[config.mk]
export PLATFORM = sky130hd
export DESIGN_NAME = puertas_pipe
export DESIGN_NICKNAME = d
export VERILOG_FILES = /design/src/rtl/puertas_pipe.sv
export SDC_FILE = /design/constraint.sdc
export NUM_CORES = 1
export LEC_CHECK = 0
export CAP_MARGIN = 0
export CORE_MARGIN = 1
export CORE_UTILIZATION = 40
export DETAILED_ROUTE_END_ITERATION = 7
export PLACE_DENSITY = 0.76
export SLEW_MARGIN = 30
export SYNTH_ARGS = -nofsm -noshare
export SYNTH_HDL_FRONTEND = slang
export SYNTH_SLANG_ARGS = --single-unit
[constraint.sdc]
create_clock -name i_clk -period 3.6 [get_ports i_clk]
set_input_delay 0.9 -clock i_clk [delete_from_list [all_inputs] [get_ports i_clk]]
set_output_delay 0.9 -clock i_clk [all_outputs]
set_load 0.01 [all_outputs]
[src/rtl/puertas_pipe.sv]
// Two-stage pipelined bitwise logic unit with valid/ready handshakes on both sides.
// Produces op(A,B) plus zero/parity/popcount flags and a completed-transfer counter.
module puertas_pipe #(
    parameter int WIDTH = 8,
    parameter int CNT_W = 16
) (
    input  logic                         i_clk,
    input  logic                         i_rst,
    input  logic                         i_valid,
    output logic                         o_ready,
    input  logic [2:0]                   i_op,
    input  logic [WIDTH-1:0]             i_a,
    input  logic [WIDTH-1:0]             i_b,
    output logic                         o_valid,
    input  logic                         i_ready,
    output logic [WIDTH-1:0]             o_result,
    output logic [2:0]                   o_op,
    output logic                         o_zero,
    output logic                         o_parity,
    output logic [$clog2(WIDTH+1)-1:0]   o_ones,
    output logic [CNT_W-1:0]             o_tx_count
);

    localparam int ONES_W = $clog2(WIDTH + 1);

    typedef enum logic [2:0] {
        OP_AND    = 3'd0,
        OP_NAND   = 3'd1,
        OP_OR     = 3'd2,
        OP_NOR    = 3'd3,
        OP_NOT_A  = 3'd4,
        OP_XOR    = 3'd5,
        OP_XNOR   = 3'd6,
        OP_PASS_B = 3'd7
    } op_e;

    // Handshake / advance
    logic adv1;
    logic adv2;

    // Stage 1: captured operands
    logic             v1;
    op_e              s1_op;
    logic [WIDTH-1:0] s1_a;
    logic [WIDTH-1:0] s1_b;

    // Stage 2: result and flags
    logic              v2;
    op_e               s2_op;
    logic [WIDTH-1:0]  s2_result;
    logic              s2_zero;
    logic              s2_parity;
    logic [ONES_W-1:0] s2_ones;

    // Combinational result of stage 1
    logic [WIDTH-1:0]  f_result;
    logic [ONES_W-1:0] f_ones;

    logic [CNT_W-1:0]  tx_count;

    // A stage advances when it is empty or the stage after it is moving; the
    // ready path is therefore combinational from i_ready all the way to o_ready.
    assign adv2    = !v2 || i_ready;
    assign adv1    = !v1 || adv2;
    assign o_ready = adv1;

    // NOTE: only the valid bit needs a reset; the payload is qualified by v1, so
    // leaving it unreset keeps reset fan-out off the wide data registers.
    always_ff @(posedge i_clk) begin
        if (i_rst) begin
            v1 <= 1'b0;
        end else if (adv1) begin
            v1 <= i_valid;
        end
    end

    // NOTE: sequential state uses non-blocking assignments so every register
    // samples pre-edge values, independent of process evaluation order.
    always_ff @(posedge i_clk) begin
        if (adv1) begin
            s1_op <= op_e'(i_op);
            s1_a  <= i_a;
            s1_b  <= i_b;
        end
    end

    // NOTE: combinational outputs get a default before the case so no path
    // leaves them unassigned and no latch is inferred.
    always_comb begin
        f_result = '0;
        unique case (s1_op)
            OP_AND:    f_result = s1_a & s1_b;
            OP_NAND:   f_result = ~(s1_a & s1_b);
            OP_OR:     f_result = s1_a | s1_b;
            OP_NOR:    f_result = ~(s1_a | s1_b);
            OP_NOT_A:  f_result = ~s1_a;
            OP_XOR:    f_result = s1_a ^ s1_b;
            OP_XNOR:   f_result = ~(s1_a ^ s1_b);
            OP_PASS_B: f_result = s1_b;
        endcase
    end

    always_comb begin
        f_ones = '0;
        for (int i = 0; i < WIDTH; i++) begin
            f_ones = f_ones + ONES_W'(f_result[i]);
        end
    end

    // Stage 2 holds everything while stalled, so the outputs stay stable.
    always_ff @(posedge i_clk) begin
        if (i_rst) begin
            v2        <= 1'b0;
            s2_op     <= OP_AND;
            s2_result <= '0;
            s2_zero   <= 1'b1;
            s2_parity <= 1'b0;
            s2_ones   <= '0;
        end else if (adv2) begin
            v2        <= v1;
            s2_op     <= s1_op;
            s2_result <= f_result;
            s2_zero   <= ~|f_result;
            s2_parity <= ^f_result;
            s2_ones   <= f_ones;
        end
    end

    // Counts sink-side transfers; wraps naturally at 2^CNT_W.
    always_ff @(posedge i_clk) begin
        if (i_rst) begin
            tx_count <= '0;
        end else if (v2 && i_ready) begin
            tx_count <= tx_count + 1'b1;
        end
    end

    assign o_valid    = v2;
    assign o_result   = s2_result;
    assign o_op       = s2_op;
    assign o_zero     = s2_zero;
    assign o_parity   = s2_parity;
    assign o_ones     = s2_ones;
    assign o_tx_count = tx_count;

endmodule
==> metrics.md, run 1 <==
| Metric | Value |
|---|---|
| X dimension of the die | 90.0 um |
| Max-slew violation total from the final report | 0 |
| Core occupancy in the finished layout | between 50% and 60% |
| Detailed-route vias per instance | between 5 and 6 |
| RSZ-0062 raised after global routing | true |
| TritonCTS clock tree | yes |
| Number of filler instances in the final layout | 647 |
| Boundary pin count | 58 |
| Effective utilization at floorplan | 42.0% |
| Logic gate share of total power | 33.2% |
| Failing checks | setup timing |
| CTS Buf Count | 5 |
| Source-to-sink clock delay at the later pin of the worst-skew pair | 310 ps |
| Detailed Routing Iterations Pass 1 | 4 |
| Leakage dissipation | about 1.7 nW |
| Number of nets in the synthesized netlist | around 380 |
| Sw power | 0.469 mW |
| Placed Cells | a little under 500 |
| Non-filler instance count after layout | about 510 |
| Post-layout minimum cycle time | roughly 3900 ps |
| Global route overflow | 0 |
| Class of the tightest hold or removal check | reg -> reg |
| Measured slew at the worst slew-check pin | approximately 550 ps |
| Post-CTS clock slew at the launch and capture registers of the worst setup and hold paths | approximately 100 ps |
| Sequential-to-total area share from yosys stat | 41.1% |
| Cell type contributing the most total cell area after synthesis | sky130_fd_sc_hd__dfxtp_1 |
| Worst reg2reg path depth | 15 |
| First-pass GRT wire length | approximately 11000 um |
| Die Footprint | approximately 0.0081 mm2 |
| Synthesized area divided by synthesized cell count | 9.50 um2 |
| Cells traversed along the worst timing path | inv_1, ha_1, inv_2, mux4_2, o22ai_4, fa_1, fa_1, fa_1, inv_1, ha_2, inv_2, fa_2, xnor2_1, nand2_1, a21oi_1 |
| Maximum number of pins on one net before global-route repair | 27 |
| Delay of the slowest cell on the worst path | about 510 ps |
| Slowest stage cell on the critical path | sky130_fd_sc_hd__fa_1 |
| Critical path required time | 3840 ps |
| R2r setup slk | -250 ps |
| Footprint of the multi-input gates | around 0.0017 mm2 |
| Combined area of all synthesized cells | about 0.0031 mm2 |
| Maximum buffer depth of the clock tree | 2 |
| Total of hold buffers inserted after clock tree synthesis | 0 |
| Area grow syn2layout | 33.3% |
| Internal power | between 1 and 1.5 mW |
| Cell seen most often among critical-path stages | sky130_fd_sc_hd__fa_1 |
| Chip Height | roughly 90 um |
| Share of layout cells above drive strength 1 | 15.6% |
| Root buffer cell | sky130_fd_sc_hd__clkbuf_8 |
| Post-DRT Antenna Nets | 0 |
| Count of final setup violators | 3 |
| Clock sink total | 54 |
| Power per Cell Area | 381 mW/mm2 |
| Total number of H-tree levels | 2 |
| Warning count from the yosys run | 0 |
| Number of hold violations in the final report | 0 |
| Total Routing Usage GR | between 10% and 20% |
| DRC errors left | 0 |
| Sequential cell area | 0.00127 mm2 |
| Final clock period utilization by the worst path | 107% |
| Max Freq | between 0.2 and 0.3 GHz |
| Capture endpoint of the worst hold path | o_op[2] |
| Max-slew headroom at the worst pin | a little over three fifths |
| Routed wire length per instance | approximately 13 um |
| Ys async rst share | 0% |
| Outcome | complete, but fails checks |
| Worst reg2reg endpoint | o_ones[2] |
| Setup Skew | about 9.2 ps |
| Critical register-to-register path startpoint | s1_a[3] |
| Violation count after the first detailed-routing iteration | about 110 |
| Final Net Count | ~460 |
| Element type at the critical path start | flip-flop |
| Setup TNS | -530 ps |
| Critical Path End Type | flip-flop |
| Max-cap violations | 0 |
| Final Power | 1.57 mW |
| Number of flops mapped to enable cells by yosys | 19 |
| Gate count after technology mapping | 326 |
| Setup Slack @ Placement | -335 ps |
| Final worst slack | -252 ps |
| Proportion of total power due to net switching | between 20% and 30% |
| I/O Buffers | 57 |
| Arrival @ worst endpoint | around 4100 ps |
| Count of unique library cells instantiated by Yosys | a little under 50 |
| HPWL after detailed placement | between 5000 and 6000 um |
| Clock share of power | about 22% |
| Routed wire length | 6810 um |
| Flop and latch count out of synthesis | 54 |
| Critical path type | reg -> reg |
| Fraction of post-synthesis cell area in the top cell type by area | a little under a quarter |
| Core box area | roughly 0.0074 mm2 |
| Routability congestion estimate | 0.789 |
| Launch point of the worst hold path | o_op[2] |
| Placement row count | 31 |
| Vias in the first global route | roughly 2500 |
| VDD IR max | 0.196 mV |
| Count of antenna diodes in the layout | 0 |
| Top_reg_cell synth | sky130_fd_sc_hd__dfxtp_1 |
| Total via count in the routed design | 2619 |
| Synth area leaders | sky130_fd_sc_hd__dfxtp_1, sky130_fd_sc_hd__edfxtp_1, sky130_fd_sc_hd__ha_1, sky130_fd_sc_hd__inv_1, sky130_fd_sc_hd__nor2_1 |
| Seq pwr share | about 45% |
| CP Max Fanout | 3 |
| Critical path buffer and inverter count | 4 |
| Number of antenna violations at the first check in global routing | 0 |
| Hold Path Cell Cnt | 2 |
| Cell type group with the largest total delay on the critical path | adder cells |
through the flow:
stage,hold WS (ps),area (um2)
after detailed placement,447,3930
after global routing,496,4130
after floorplan,463,3120
after global placement,440,3930
after CTS,462,4070
final,455,4130
area by class of cell:
class,instances,share of cell area (%)
sequential,54,30.8
inverter,29,2.64
clock buffer,5,1.67
multi-input combinational,226,41.1
tap,99,3.00
clock inverter,3,0.455
timing repair buffer,92,20.4
Yosys cell counts (10+ instances only):
library cell	number
sky130_fd_sc_hd__a21oi_1	17
sky130_fd_sc_hd__dfxtp_1	35
sky130_fd_sc_hd__edfxtp_1	19
sky130_fd_sc_hd__ha_1	24
sky130_fd_sc_hd__inv_1	29
sky130_fd_sc_hd__nand2_1	25
sky130_fd_sc_hd__nand2b_1	14
sky130_fd_sc_hd__nand3_1	10
sky130_fd_sc_hd__nor2_1	28
sky130_fd_sc_hd__o21ai_0	14
placed cells by master, fill, tap and decap left out, drive strengths merged, types with 7 or more instances in the layout:
cell type      instances
edfxtp                19
buf                   36
nand2b                14
xor2                   9
ha                    24
nor2                  28
nand2                 25
o21ai                 14
a21oi                 17
inv                   32
dfxtp                 35
xnor2                  9
nand3                 11
nand4                  7
clkdlybuf4s50         56
power by group through the flow:
stage	Clock, mW	Sequential, mW	Combinational (mW)
2_1_floorplan	0	0.733	0.285
3_3_place_gp	0	0.723	0.452
3_5_place_dp	0	0.724	0.473
4_1_cts	0.353	0.710	0.503
5_1_grt	0.373	0.715	0.584
6_report	0.343	0.708	0.523
how the worst max path moves through the flow:
| stage | startpoint | end | slack [ps] | cells past startpoint |
|---|---|---|---|---|
| 2_1_floorplan | s1_b[1] | o_ones[2] | -120 | 15 |
| 3_3_place_gp | s1_b[1] | o_ones[2] | -190 | 15 |
| 3_5_place_dp | s1_a[1] | o_ones[2] | -330 | 15 |
| 4_1_cts | s1_a[3] | o_ones[2] | -260 | 15 |
| 5_1_grt | s1_a[3] | o_ones[2] | -430 | 15 |
| 6_report | s1_a[3] | o_ones[2] | -250 | 15 |
cells by family (layout without fill, tap and decap cells):
group,Yosys count,after routing,share of synthesized area (%)
buffers and inverters,46,129,5.90
multiplexers,12,12,5.21
flip-flops,54,54,41.1
XOR/XNOR,18,18,5.09
AO/OA/AOI/OAI,57,57,11.9
adder cells (fa/ha/maj),28,28,12.3
AND/OR/NAND/NOR,111,111,18.6
sequential cells by signal, indices dropped and copies added (netlist names):
name	flops
o_tx_count	16
s1_op	3
v1	1
o_valid	1
s1_a	8
o_parity	1
o_result	8
o_zero	1
o_ones	4
s1_b	8
o_op	3
worst reg2reg max path, cell delays in order, from the launching register on:
cell and delay, ps:
sky130_fd_sc_hd__edfxtp_1 390, sky130_fd_sc_hd__inv_1 50, sky130_fd_sc_hd__ha_1 290, sky130_fd_sc_hd__inv_2 40, sky130_fd_sc_hd__mux4_2 490, sky130_fd_sc_hd__o22ai_4 180
sky130_fd_sc_hd__fa_1 460, sky130_fd_sc_hd__fa_1 510, sky130_fd_sc_hd__fa_1 410, sky130_fd_sc_hd__inv_1 70, sky130_fd_sc_hd__ha_2 190, sky130_fd_sc_hd__inv_2 40
sky130_fd_sc_hd__fa_2 330, sky130_fd_sc_hd__xnor2_1 130, sky130_fd_sc_hd__nand2_1 60, sky130_fd_sc_hd__a21oi_1 140
layer usage:
layer / global-route usage, % / vias to the layer above / share of wire (%)
met1: 20.9 / 1246 / 45
met4: 5.91 / 0 / 1.7
met3: 3.47 / 9 / 3.8
li1: - / 1301 / -
met2: 30.2 / 63 / 49
met5: 0 / - / 0
timing repair:
action | in CTS | in global routing
setup endpoints to repair | 3 | 4
pin swaps | 2 | 0
gates resized for setup | 6 | 5
setup buffers | 4 | 6
No activity file was read; power rests on OpenSTA's default activity.
==> inputs of run 2 (changes only) <==
Settings changed: CAP_MARGIN 0 to 5, CORE_UTILIZATION 40 to 47, PLACE_DENSITY 0.76 to 0.86.
==> metrics.md, run 2 (synthesis gave the netlist of run 1 again) <==
| Metric | Value |
|---|---|
| Outcome | complete, but fails checks |
| Failing checks | setup timing |
| Vias in the first global route | 2578 (+3.5%) |
| I/O Buffers | 57 (unchanged) |
| Effective utilization at floorplan | 48.8% (+6.7 points) |
| Source-to-sink clock delay at the later pin of the worst-skew pair | 310 ps (about the same) |
| Root buffer cell | sky130_fd_sc_hd__clkbuf_8 |
| Clock sink total | 54 (unchanged) |
| Max-slew headroom at the worst pin | 57.3% (-6.0 points) |
| Max-slew violation total from the final report | 0 (unchanged) |
| Delay of the slowest cell on the worst path | 520 ps (about the same) |
| Non-filler instance count after layout | 484 (-4.7%) |
| Measured slew at the worst slew-check pin | 636 ps (+89.2 ps) |
| Standard cell area after detailed placement | 0.00391 mm2 (-0.45%) |
| Routability congestion estimate | 0.821 (+4.1%) |
| Sequential cell area | 0.00127 mm2 (unchanged) |
| Post-CTS clock slew at the launch and capture registers of the worst setup and hold paths | 100 ps (about the same) |
| Final Net Count | 457 (-0.44%) |
| Total Routing Usage GR | 20.7% (+3.6 points) |
| Placement row count | 29 (-6.5%) |
| Final worst slack | -251 ps (+1.58 ps) |
| Max Freq | 0.260 GHz (about the same) |
| Global route overflow | 0 (unchanged) |
| Detailed Routing Iterations Pass 1 | 4 (unchanged) |
| Setup Skew | 8.84 ps (-0.332 ps) |
| HPWL after detailed placement | 5220 um (+2.8%) |
| Count of final setup violators | 3 (unchanged) |
| Count of antenna diodes in the layout | 0 (unchanged) |
| Critical path type | reg -> reg |
| DRC errors left | 0 (unchanged) |
| Hold_ws | 459 ps (+3.87 ps) |
| Area of all placed cells without fillers | 0.00409 mm2 (-0.85%) |
| X dimension of the die | 83.2 um (-7.6%) |
| Cells traversed along the worst timing path | inv_2, ha_4, inv_2, mux4_2, o22ai_2, fa_1, fa_1, fa_1, inv_1, ha_2, inv_2, fa_2, xnor2_1, nand2_1, a21oi_1 |
| Cell type group with the largest total delay on the critical path | adder cells |
| Class of the tightest hold or removal check | reg -> reg |
| Routed wire length per instance | 14.3 um (+6.5%) |
| Boundary pin count | 58 (unchanged) |
| Share of layout cells above drive strength 1 | 16.5% (+0.81 points) |
| Number of filler instances in the final layout | 506 (-22%) |
| Commonest non-fill, non-tap cell in the layout | sky130_fd_sc_hd__clkdlybuf4s50_1 |
| Maximum number of pins on one net before global-route repair | 30 (+11%) |
| Power per Cell Area | 387 mW/mm2 (+1.5%) |
| Critical Path End Type | flip-flop |
| Chip Height | 83.2 um (-7.6%) |
| Violation count after the first detailed-routing iteration | 135 (+24%) |
| Element type at the critical path start | flip-flop |
| Leakage dissipation | 1.67 nW (-0.95%) |
| Maximum buffer depth of the clock tree | 2 (unchanged) |
| Core box area | 0.00635 mm2 (-14%) |
| CTS Buf Count | 5 (unchanged) |
| Critical path required time | 3850 ps (about the same) |
| Post-DRT Antenna Nets | 0 (unchanged) |
| Total number of H-tree levels | 2 (unchanged) |
| Footprint of the multi-input gates | 0.00171 mm2 (+1.0%) |
| Post-layout minimum cycle time | 3850 ps (-1.58 ps) |
| Die Footprint | 0.00692 mm2 (-15%) |
| Placed Cells | 471 (-3.9%) |
| Max-cap violations | 0 (unchanged) |
| Critical path buffer and inverter count | 4 (unchanged) |
| Total via count in the routed design | 2661 (+1.6%) |
| Setup Slack @ Placement | -303 ps (+32.0 ps) |
| TritonCTS clock tree | yes |
| Highest-count cells in the layout ignoring fill and taps | sky130_fd_sc_hd__clkdlybuf4s50_1, sky130_fd_sc_hd__dfxtp_1, sky130_fd_sc_hd__buf_4, sky130_fd_sc_hd__nor2_1, sky130_fd_sc_hd__nand2_1 |
| Area grow syn2layout | 32.1% |
| Number of antenna violations at the first check in global routing | 0 (unchanged) |
| Flip-flop count of the largest register after layout | 16 (unchanged) |
| First-pass GRT wire length | 11700 um (+2.6%) |
| CP Max Fanout | 3 (unchanged) |
| Number of hold violations in the final report | 0 (unchanged) |
| RSZ-0062 raised after global routing | true |
| Slowest stage cell on the critical path | sky130_fd_sc_hd__fa_1 |
| Arrival @ worst endpoint | 4100 ps (about the same) |
| Final clock period utilization by the worst path | 107% (about the same) |
| Routed wire length | 6910 um (+1.5%) |
| Detailed-route vias per instance | 5.50 (+6.6%) |
| Total of hold buffers inserted after clock tree synthesis | 0 (unchanged) |
| Core occupancy in the finished layout | 64.4% (+8.4 points) |
| VDD IR max | 0.299 mV (+53%) |
==> run 2: power by group <==
group / internal [mW] / leakage [nW] / switching (mW)
clock network: 0.141 / 0.0494 / 0.208
registers: 0.679 / 0.488 / 0.0323
logic: 0.287 / 1.14 / 0.237
total: 1.11 / 1.67 / 0.477
==> run 2: path summary, 6_finish.rpt <==
| kind | start | to | slack [ps] | cells after the start |
|---|---|---|---|---|
| worst min register to register | o_ones[3] | o_ones[3] | 460 | 2 |
| worst max-delay path | s1_b[3] | o_ones[2] | -250 | 15 |
| worst max register to register | s1_b[3] | o_ones[2] | -250 | 15 |
| worst min-delay path | o_ones[3] | o_ones[3] | 460 | 2 |
==> run 2: per-layer routing <==
metal  track usage, %  wire (um)  part of all wire [%]  vias to the layer above
met5                0          0                     0                        -
met4             7.99        167                   2.4                        0
met3             3.18        333                   4.8                       19
met2             35.9       3490                    51                       74
met1             26.0       2910                    42                     1273
li1                 -          -                     -                     1295
==> run 2: tightest hold or removal path: cells and delay by family (launching register included) <==
kind | cells | cell delay (ps)
AOI/OAI and AO/OA | 1 | 50
DFF | 1 | 320
and+or+nand+nor | 1 | 50
==> run 2: final cells by class <==
class | instances | share of cell area (%)
tap | 77 | 2.35
timing repair buffer | 90 | 19.9
sequential | 54 | 31.1
multi-input combinational | 226 | 41.8
inverter | 29 | 2.66
clock inverter | 3 | 0.520
clock buffer | 5 | 1.68
==> run 2: timing repair <==
action                                  in CTS  in global routing
buffers inserted                             4                  1
resized for setup                           10                  4
endpoints found under the setup margin       2                  3
pin swaps                                    3                  2
cloned                                       0                  0
==> run 2: stage by stage <==
step	TNS, ps	power [mW]
floorplan	-208	1.02
global placement	-313	1.17
detailed placement	-557	1.20
CTS	-432	1.58
global route	-851	1.68
finish	-553	1.58
==> inputs of run 3 (changes only) <==
Settings changed: PLACE_DENSITY 0.86 to 0.76.
==> metrics.md, run 3 (synthesis gave the netlist of run 1 again) <==
| Metric | Value |
|---|---|
| Outcome | complete, but fails checks |
| Failing checks | setup timing |
| Measured slew at the worst slew-check pin | 752 ps (+116 ps) |
| CP Max Fanout | 3 (unchanged) |
| Final clock period utilization by the worst path | 108% (+1.1 points) |
| Detailed Routing Iterations Pass 1 | 4 (unchanged) |
| Effective utilization at floorplan | 48.8% (unchanged) |
| Cells traversed along the worst timing path | inv_1, ha_1, inv_1, mux4_2, o22ai_4, fa_1, fa_1, fa_1, inv_1, ha_2, inv_2, fa_2, xnor2_2, nand2_1, a21oi_1 |
| Area grow syn2layout | 31.7% |
| Global route overflow | 0 (unchanged) |
| Number of antenna violations at the first check in global routing | 0 (unchanged) |
| RSZ-0062 raised after global routing | true |
| Delay of the slowest cell on the worst path | 530 ps (about the same) |
| DR WL met3 | 273 um (-18%) |
| X dimension of the die | 83.2 um (unchanged) |
| Maximum number of pins on one net before global-route repair | 24 (-20%) |
| Slowest stage cell on the critical path | sky130_fd_sc_hd__fa_1 |
| Max-slew headroom at the worst pin | 49.7% (-7.6 points) |
| Commonest non-fill, non-tap cell in the layout | sky130_fd_sc_hd__clkdlybuf4s50_1 |
| Count of final setup violators | 3 (unchanged) |
| Met2 wire length | 3090 um (-11%) |
| Met1 routed wirelength after detailed routing | 3090 um (+5.9%) |
| Chip Height | 83.2 um (unchanged) |
| Count of antenna diodes in the layout | 0 (unchanged) |
| Die Footprint | 0.00692 mm2 (unchanged) |
| Critical Path End Type | flip-flop |
| I/O Buffers | 57 (unchanged) |
| Setup Slack @ Placement | -333 ps (-30.4 ps) |
| Placed Cells | 473 (+0.42%) |
| Total number of H-tree levels | 2 (unchanged) |
| Non-filler instance count after layout | 483 (-0.21%) |
| VDD IR max | 0.281 mV (-6.1%) |
| Post-layout minimum cycle time | 3890 ps (+40.6 ps) |
| Number of hold violations in the final report | 0 (unchanged) |
| Routed wire length per instance | 13.5 um (-5.3%) |
| HPWL after detailed placement | 5060 um (-3.0%) |
| Uppermost layer routed | met4 |
| Boundary pin count | 58 (unchanged) |
| Standard cell area after detailed placement | 0.00393 mm2 (+0.38%) |
| R2r setup slk | -290 ps (-40 ps) |
| Arrival @ worst endpoint | 4140 ps (+40 ps) |
| Critical path required time | 3850 ps (about the same) |
| Core box area | 0.00635 mm2 (unchanged) |
| Vias in the first global route | 2451 (-4.9%) |
| Violation count after the first detailed-routing iteration | 56 (-59%) |
| DRC errors left | 0 (unchanged) |
| Setup Skew | 11.4 ps (+2.58 ps) |
| TritonCTS clock tree | yes |
| Critical path type | reg -> reg |
| Hold Path Cell Cnt | 2 (unchanged) |
| Routability congestion estimate | 0.841 (+2.4%) |
| Final worst slack | -291 ps (-40.6 ps) |
| Flip-flop count of the largest register after layout | 16 (unchanged) |
| Leakage dissipation | 1.68 nW (+0.45%) |
| Final Net Count | 456 (-0.22%) |
| Routed wire length | 6530 um (-5.5%) |
| Max Freq | 0.257 GHz (-1.0%) |
| Maximum buffer depth of the clock tree | 2 (unchanged) |
| Clock sink total | 54 (unchanged) |
| Crit path to | o_ones[2] |
| Highest-count cells in the layout ignoring fill and taps | sky130_fd_sc_hd__clkdlybuf4s50_1, sky130_fd_sc_hd__dfxtp_1, sky130_fd_sc_hd__buf_4, sky130_fd_sc_hd__nor2_1, sky130_fd_sc_hd__inv_1 |
| Timing startpoint of the critical path | s1_a[3] |
| Total Routing Usage GR | 19.6% (-1.1 points) |
| First-pass GRT wire length | 11000 um (-5.3%) |
| Total via count in the routed design | 2589 (-2.7%) |
| Critical register-to-register path startpoint | s1_a[3] |
| Area of all placed cells without fillers | 0.00408 mm2 (-0.34%) |
| Placement row count | 29 (unchanged) |
| Max-cap violations | 0 (unchanged) |
| Worst reg2reg path depth | 15 (unchanged) |
| Worst reg2reg endpoint | o_ones[2] |
| Source-to-sink clock delay at the later pin of the worst-skew pair | 320 ps (about the same) |
| Root buffer cell | sky130_fd_sc_hd__clkbuf_8 |
| Power per Cell Area | 397 mW/mm2 (+2.7%) |
| Max-slew violation total from the final report | 0 (unchanged) |
| CTS Buf Count | 5 (unchanged) |
| Detailed-route vias per instance | 5.36 (-2.5%) |
| Class of the tightest hold or removal check | reg -> reg |
| Element type at the critical path start | flip-flop |
| Share of layout cells above drive strength 1 | 14.8% (-1.7 points) |
| Post-DRT Antenna Nets | 0 (unchanged) |
| Post-CTS clock slew at the launch and capture registers of the worst setup and hold paths | 120 ps (+20 ps) |
==> run 3: cell count changes in the layout (fill, tap and decap cells not counted), sizes merged <==
cell,change
clkdlybuf4s50,+1
inv,-1
buf,-2
clkinv,+1
==> run 3: worst max-delay path: cells and delay by family (launching register included) <==
kind | cells | cell delay, ps
AO/OA/AOI/OAI | 2 | 320
buffers and inverters | 4 | 210
multiplexers | 1 | 490
AND/OR/NAND/NOR | 1 | 70
XOR/XNOR | 1 | 150
flip-flops | 1 | 400
adder cells (fa/ha/maj) | 6 | 2190
==> run 3: worst min-delay path by stage <==
stage	start	endpoint	slack (ps)
floorplan	v1	o_valid	460
CTS	o_op[2]	o_op[2]	460
global placement	o_op[2]	o_op[2]	440
finish	o_op[2]	o_op[2]	460
global route	o_ones[2]	o_ones[2]	480
detailed placement	o_op[2]	o_op[2]	450
==> run 3: routing by layer <==
metal,track usage [%],up-vias
met5,0,-
met4,5.33,0
met3,3.58,7
met2,32.9,59
met1,26.1,1221
li1,-,1302
==> run 3: final cells by class <==
cell class                 instances  area [um2]
fill                             519        2270
tap                               77        96.3
clock buffer                       5        68.8
clock inverter                     3        28.8
multi-input combinational        226        1690
inverter                          29         109
timing repair buffer              89         811
sequential                        54        1270
==> run 3: repair_timing <==
item	CTS	global route
hold buffers	0	0
hold endpoints to repair	0	0
setup buffers	1	1
setup endpoints to repair	2	3
pin swaps	5	5
gates resized for setup	7	2
==> run 3: per-stage QoR <==
step | hold WS, ps | power [mW] | setup TNS [ps] | utilization, %
final | 456 | 1.62 | -653 | 64.2
after global routing | 481 | 1.70 | -974 | 64.2
after CTS | 459 | 1.62 | -566 | 64.0
after detailed placement | 446 | 1.20 | -551 | 61.9
after global placement | 439 | 1.18 | -335 | 61.9
after floorplan | 463 | 1.02 | -208 | -
==> run 3: where the power goes <==
part | internal (mW) | total (mW) | switching (mW)
sequential | 0.679 | 0.707 | 0.0283
combinational | 0.294 | 0.540 | 0.246
clock | 0.146 | 0.373 | 0.227
total | 1.12 | 1.62 | 0.501
